==> src/rtl/alu_muldiv_seq_pkg.sv <==
// Shared op codes and helpers for the iterative multiply/divide unit.
// Op bit 1 selects divide, bit 0 selects signed operation.
package alu_muldiv_seq_pkg;

   typedef enum logic [1:0] {
      MD_MULU = 2'b00,
      MD_MULS = 2'b01,
      MD_DIVU = 2'b10,
      MD_DIVS = 2'b11
   } md_op_e;

   function automatic logic md_is_div(input md_op_e op);
      return op[1];
   endfunction

   function automatic logic md_is_signed(input md_op_e op);
      return op[0];
   endfunction

endpackage

==> src/rtl/alu_muldiv_seq_step.sv <==
// One radix-2 iteration: shift-add for multiply, restoring
// trial-subtract for divide, on the {hi,lo} accumulator pair.
module alu_muldiv_seq_step #(
   parameter int WIDTH = 32
) (
   input  logic             i_div,
   input  logic [WIDTH-1:0] i_hi,
   input  logic [WIDTH-1:0] i_lo,
   input  logic [WIDTH-1:0] i_d,
   output logic [WIDTH-1:0] o_hi,
   output logic [WIDTH-1:0] o_lo
);

   logic [WIDTH:0]   w_add;
   logic [WIDTH:0]   w_rs;
   logic             w_ge;
   logic [WIDTH-1:0] w_diff;

   assign w_add  = i_lo[0] ? ({1'b0, i_hi} + {1'b0, i_d})
                           : {1'b0, i_hi};
   assign w_rs   = {i_hi, i_lo[WIDTH-1]};
   // rem < divisor, so a committed difference always fits WIDTH bits
   assign w_ge   = (w_rs >= {1'b0, i_d});
   assign w_diff = w_rs[WIDTH-1:0] - i_d;

   always_comb begin
      o_hi = w_add[WIDTH:1];
      o_lo = {w_add[0], i_lo[WIDTH-1:1]};
      if (i_div) begin
         o_hi = w_ge ? w_diff : w_rs[WIDTH-1:0];
         o_lo = {i_lo[WIDTH-2:0], w_ge};
      end
   end

endmodule

==> src/rtl/alu_muldiv_seq.sv <==
// Iterative multiply/divide unit: fixed WIDTH+2 cycle latency,
// HI/LO results (product halves, or remainder/quotient).
module alu_muldiv_seq
   import alu_muldiv_seq_pkg::*;
#(
   parameter int WIDTH = 32
) (
   input  logic             clk,
   input  logic             rst,
   input  logic             in_valid,
   output logic             in_ready,
   input  logic [1:0]       in_op,
   input  logic [WIDTH-1:0] in_a,
   input  logic [WIDTH-1:0] in_b,
   output logic             out_valid,
   input  logic             out_ready,
   output logic [WIDTH-1:0] out_hi,
   output logic [WIDTH-1:0] out_lo,
   output logic             out_z,
   output logic             out_dbz
);

   localparam int CNT_W = $clog2(WIDTH + 1);

   typedef enum logic [2:0] {
      S_IDLE, S_PREP, S_RUN, S_FIX, S_DONE
   } state_e;

   state_e             r_state, w_next;
   md_op_e             r_op;
   logic [WIDTH-1:0]   r_a, r_b, r_md;
   logic [WIDTH-1:0]   r_hi, r_lo;
   logic [CNT_W-1:0]   r_cnt;
   logic               r_rsign, r_asign, r_dbz;
   logic [WIDTH-1:0]   r_out_hi, r_out_lo;
   logic               r_out_z, r_out_dbz;

   logic               w_a_neg, w_b_neg;
   logic [WIDTH-1:0]   w_a_mag, w_b_mag;
   logic [WIDTH-1:0]   w_step_hi, w_step_lo;
   logic [2*WIDTH-1:0] w_nprod;
   logic [WIDTH-1:0]   w_fix_hi, w_fix_lo;

   always_ff @(posedge clk) begin
      if (rst) r_state <= S_IDLE;
      else     r_state <= w_next;
   end

   always_comb begin
      w_next    = r_state;
      in_ready  = 1'b0;
      out_valid = 1'b0;
      unique case (r_state)
         S_IDLE: begin
            in_ready = 1'b1;
            if (in_valid) w_next = S_PREP;
         end
         S_PREP: w_next = S_RUN;
         S_RUN: if (r_cnt == CNT_W'(1)) w_next = S_FIX;
         S_FIX: w_next = S_DONE;
         S_DONE: begin
            out_valid = 1'b1;
            if (out_ready) w_next = S_IDLE;
         end
         default: w_next = S_IDLE;
      endcase
   end

   assign w_a_neg = md_is_signed(r_op) & r_a[WIDTH-1];
   assign w_b_neg = md_is_signed(r_op) & r_b[WIDTH-1];
   // MIN negates to itself, which is the correct unsigned magnitude
   assign w_a_mag = w_a_neg ? -r_a : r_a;
   assign w_b_mag = w_b_neg ? -r_b : r_b;

   alu_muldiv_seq_step #(.WIDTH(WIDTH)) u_step (
      .i_div (md_is_div(r_op)),
      .i_hi  (r_hi),
      .i_lo  (r_lo),
      .i_d   (r_md),
      .o_hi  (w_step_hi),
      .o_lo  (w_step_lo)
   );

   assign w_nprod = -{r_hi, r_lo};

   always_comb begin
      w_fix_hi = r_hi;
      w_fix_lo = r_lo;
      if (r_dbz) begin
         w_fix_hi = r_a;
         w_fix_lo = '1;
      end else if (r_op == MD_MULS) begin
         if (r_rsign) {w_fix_hi, w_fix_lo} = w_nprod;
      end else if (r_op == MD_DIVS) begin
         if (r_rsign) w_fix_lo = -r_lo;
         if (r_asign) w_fix_hi = -r_hi;
      end
   end

   always_ff @(posedge clk) begin
      if (rst) begin
         r_op      <= MD_MULU;
         r_a       <= '0;
         r_b       <= '0;
         r_md      <= '0;
         r_hi      <= '0;
         r_lo      <= '0;
         r_cnt     <= '0;
         r_rsign   <= 1'b0;
         r_asign   <= 1'b0;
         r_dbz     <= 1'b0;
         r_out_hi  <= '0;
         r_out_lo  <= '0;
         r_out_z   <= 1'b1;
         r_out_dbz <= 1'b0;
      end else begin
         unique case (r_state)
            S_IDLE: if (in_valid) begin
               r_op <= md_op_e'(in_op);
               r_a  <= in_a;
               r_b  <= in_b;
            end
            S_PREP: begin
               r_md    <= md_is_div(r_op) ? w_b_mag : w_a_mag;
               r_lo    <= md_is_div(r_op) ? w_a_mag : w_b_mag;
               r_hi    <= '0;
               r_cnt   <= CNT_W'(WIDTH);
               r_rsign <= w_a_neg ^ w_b_neg;
               r_asign <= w_a_neg;
               r_dbz   <= md_is_div(r_op) && (r_b == '0);
            end
            S_RUN: begin
               r_hi  <= w_step_hi;
               r_lo  <= w_step_lo;
               r_cnt <= r_cnt - CNT_W'(1);
            end
            S_FIX: begin
               r_out_hi  <= w_fix_hi;
               r_out_lo  <= w_fix_lo;
               r_out_z   <= ({w_fix_hi, w_fix_lo} == '0);
               r_out_dbz <= r_dbz;
            end
            S_DONE: ;
            default: ;
         endcase
      end
   end

   assign out_hi  = r_out_hi;
   assign out_lo  = r_out_lo;
   assign out_z   = r_out_z;
   assign out_dbz = r_out_dbz;

endmodule
==> config.mk <==
export PLATFORM = sky130hd
export DESIGN_NAME = alu_muldiv_seq
export DESIGN_NICKNAME = d
export VERILOG_FILES = /design/src/rtl/alu_muldiv_seq_pkg.sv /design/src/rtl/alu_muldiv_seq_step.sv /design/src/rtl/alu_muldiv_seq.sv
export SDC_FILE = /design/constraint.sdc
export NUM_CORES = 1
export LEC_CHECK = 0
export ABC_CLOCK_PERIOD_IN_PS = 8090
export BUFFER_PORTS_ARGS = -buffer_cell sky130_fd_sc_hd__clkbuf_2
export CORE_MARGIN = 10
export CORE_UTILIZATION = 50
export CTS_BUF_LIST = sky130_fd_sc_hd__clkbuf_4
export DETAILED_ROUTE_END_ITERATION = 16
export PLACE_DENSITY = 0.68
export SLEW_MARGIN = 20
export SYNTH_ARGS = -nofsm -noshare
export SYNTH_HDL_FRONTEND = slang
export SYNTH_SLANG_ARGS = --single-unit
==> constraint.sdc <==
create_clock -name clk -period 8.09 [get_ports clk]
set_input_delay 1.618 -clock clk [delete_from_list [all_inputs] [get_ports clk]]
set_output_delay 1.618 -clock clk [all_outputs]
set_load 0.01 [all_outputs]
==> flow_summary_export.csv <==
group,metric,value,unit
cts,clk_pin_slew,0.06,ns
sta,skew,0.0335,ns
sta,slew_violations,0,
cts,cts-resized-gates,0,
grt,grt_overflow,0,
synth,synthTopCellsByArea,"dfxtp_1 27%, a21oi_1 8.9%, nand2_1 7.9%",
route,vias,18600,
cts,root_buffer,"clkbuf_4",
sta,tns,0,ns
synth,syn_inst,2426,
die,die_h,207,um
setup_path,r2r_start,"r_lo[0]$_SDFFE_PP0N_",
placed_design,io_buffers,137,
placed_design,dpl.cell_count,2853,
grt,antenna_found_initial,1,
cts,cts_max_path_buffers,3,
cells_and_area,syn_to_final_growth,9.28,%
sta,fmaxAchievable,208,MHz
pwr,powerDensity,198,nW/um^2
sta,worst_pin_slew,1.05,ns
cells_and_area,final_cell_count_no_fill,2970,
synth,synth_edf_count,0,
synth,synth.distinct_cells,82,
synth,yosysTopAreaCellShare,27.4,%
synth,netlist_area,17500,sq um
synth,synth_nets,2568,
cts,htreeDepth,3,
route,initialDrtViolationCount,2141,
min_path,worstHoldPathType,"flip-flop to flip-flop",
die,die_x,207,um
placed_design,hpwlAfterDp,52600,um
sta,period_share,59.3,%
sta,period_minus_slack,4.80,ns
cells_and_area,layout_common_cells,"366 x nand2_1, 311 x a21oi_1, 238 x dfxtp_1",
run_status,status,"completed",
min_path,min-delay-start,"out_dbz$_SDFFE_PP0P_",
setup_path,cp.arrival,5.47,ns
grt,gr-usage-all-layers,30.7,%
setup_path,worst-path-max-fanout,25,
synth,ys_warn_count,0,
setup_path,cp-start-kind,"flip-flop",
pwr,fin_total_pwr,3800,uW
setup_path,crit_path_start,"r_lo[0]$_SDFFE_PP0N_",
placed_design,post-place-ws,3.44,ns
die,rows,68,
sta,timing.slew.headroom,29.6,%
sta,fin_ws,3.29,ns
grt,grt_pass1_wl,105000,um
placed_design,placed_area,18300,sq um
grt,grt_pass1_vias,17000,
sta,rsz0062_at_grt,"no",
route,route.antenna.remaining_nets,0,
setup_path,end_kind,"flip-flop",
sta,report.final.hold_viol_count,0,
cells_and_area,drive_above_1_share,12.2,%
sta,finalSetupViolCount,0,
route,routed_wl,69300,um
cts,hold_buffers,0,
die,core_area,34500,sq um
cts,cts.sinks,240,
setup_path,critPathKind,"flip-flop to flip-flop",
route,routedWlPerCell,23.3,um
synth,ys_seq_area_share,27.4,%
cts,numCtsBuffers,69,
cells_and_area,fin_area,19200,sq um
grt,grt_max_degree,79,
route,route.detailed.drc,0,
placed_design,gp_congestion,1.05,
synth,synthArstFlopShare,0,%
pwr,ir_drop,0.000146,V
route,drt_first_pass_iters,8,
cts,post_cts_buffers,0,
setup_path,required,8.77,ns
die,start_util,50.8,%
cells_and_area,final_common_cell,"nand2_1",
synth,syn-mean-instance-area,7.23,sq um
cells_and_area,layout.nets,2611,
cts,clk_latency,0.78,ns
flow_run,cap_violations,0,
synth,ys_ff_latch,240,
route,avgViaCountPerCell,6.26,
cts,cts_tree,"done",
die,ios,138,
die,die-area,43000,sq um
pwr,leakage,0.00770,uW
synth,synth.largest_area_cell,"dfxtp_1",
synth,synth_flop_cell,"dfxtp_1",
[cell type report]
class                           instances  area, sq um
Fill cell                            3427        15400
Multi-Input combinational cell       1928        11800
Clock buffer                          104          781
Clock inverter                         12         85.1
Tap cell                              455          569
Antenna cell                            1         2.50
Inverter                               70          263
Timing Repair Buffer                  160          865
Sequential cell                       240         4810
[cells in the mapped netlist, drive strengths merged, types with 14 or more instances]
cell type  count
nand2        367
a21oi        311
dfxtp        240
nor2         218
clkbuf       169
o21ai        129
xnor2         93
ha            70
xor2          70
inv           69
mux2i         63
nor3          56
a211oi        45
a21o          42
o211ai        40
nand3         34
a31oi         32
nor4          28
and2          21
nand4         21
nor2b         21
or4           20
buf           19
nand2b        18
o31ai         18
o21a          16
a22o          15
o41ai         15
and3          14
[through the flow]
step | hold slack (ns) | util (%)
2_1_floorplan | 0.443 | -
3_3_place_gp | 0.442 | 53.0
3_5_place_dp | 0.450 | 53.0
4_1_cts | 0.459 | 55.5
5_1_grt | 0.479 | 55.5
6_report | 0.454 | 55.5
[cells by family (layout without fill, tap and decap cells)]
logic type                 count (synthesis)  count (layout)  synth area share, %
AOI/OAI and AO/OA                        756             756                 26.9
xor gates and xnor gates                 163             163                 8.14
adders and majority gates                 72              72                 5.22
buffers and inverters                    258             346                 5.61
DFF                                      240             240                 27.4
muxes                                     74              74                 4.32
other                                      0               1                    0
and+or+nand+nor                          863             863                 22.5
[per-layer routing]
metal	wire [um]	vias up	part of all wire [%]	track usage, %
met5	0	-	0	0
met1	31000	8702	45	43.3
met2	28600	975	41	43.5
li1	-	8799	-	-
met3	6430	131	9.3	5.72
met4	3290	0	4.7	15.3
[power by group]
part | internal (uW) | leakage, uW | switching, uW | total [uW]
Combinational | 438 | 0.00523 | 845 | 1280
Sequential | 1240 | 0.00195 | 110 | 1350
Clock | 615 | 0.000515 | 553 | 1170
[registers in the layout, summed over array words and instances, names as in the netlist, 2 cells and up]
| register | cells |
|---|---|
| out_hi | 32 |
| out_lo | 32 |
| r_a | 32 |
| r_b | 32 |
| r_hi | 32 |
| r_lo | 32 |
| r_md | 32 |
| r_cnt | 6 |
| r_state | 3 |
| r_op | 2 |
[worst paths after layout]
kind	cells past startpoint	slack (ns)	to
setup / recovery	12	3.29	out_z$_SDFFE_PP1P_
hold / removal	2	0.45	out_dbz$_SDFFE_PP0P_
setup reg to reg	12	3.29	out_z$_SDFFE_PP1P_
hold reg to reg	2	0.45	out_dbz$_SDFFE_PP0P_
[critical path, cell delays in order, from the launching register on]
cell and delay [ns]:
dfxtp_1 0.31, inv_1 0.66, ha_1 0.45, nor2b_1 0.31, nand4_1 0.19, nor4_4 0.63
nor2_4 0.12, o41ai_2 0.36, xnor2_1 0.15, mux2_4 0.29, or4_1 0.50, or4_1 0.50
o31ai_2 0.21
Note: power is estimated with default switching activity, not from simulation.
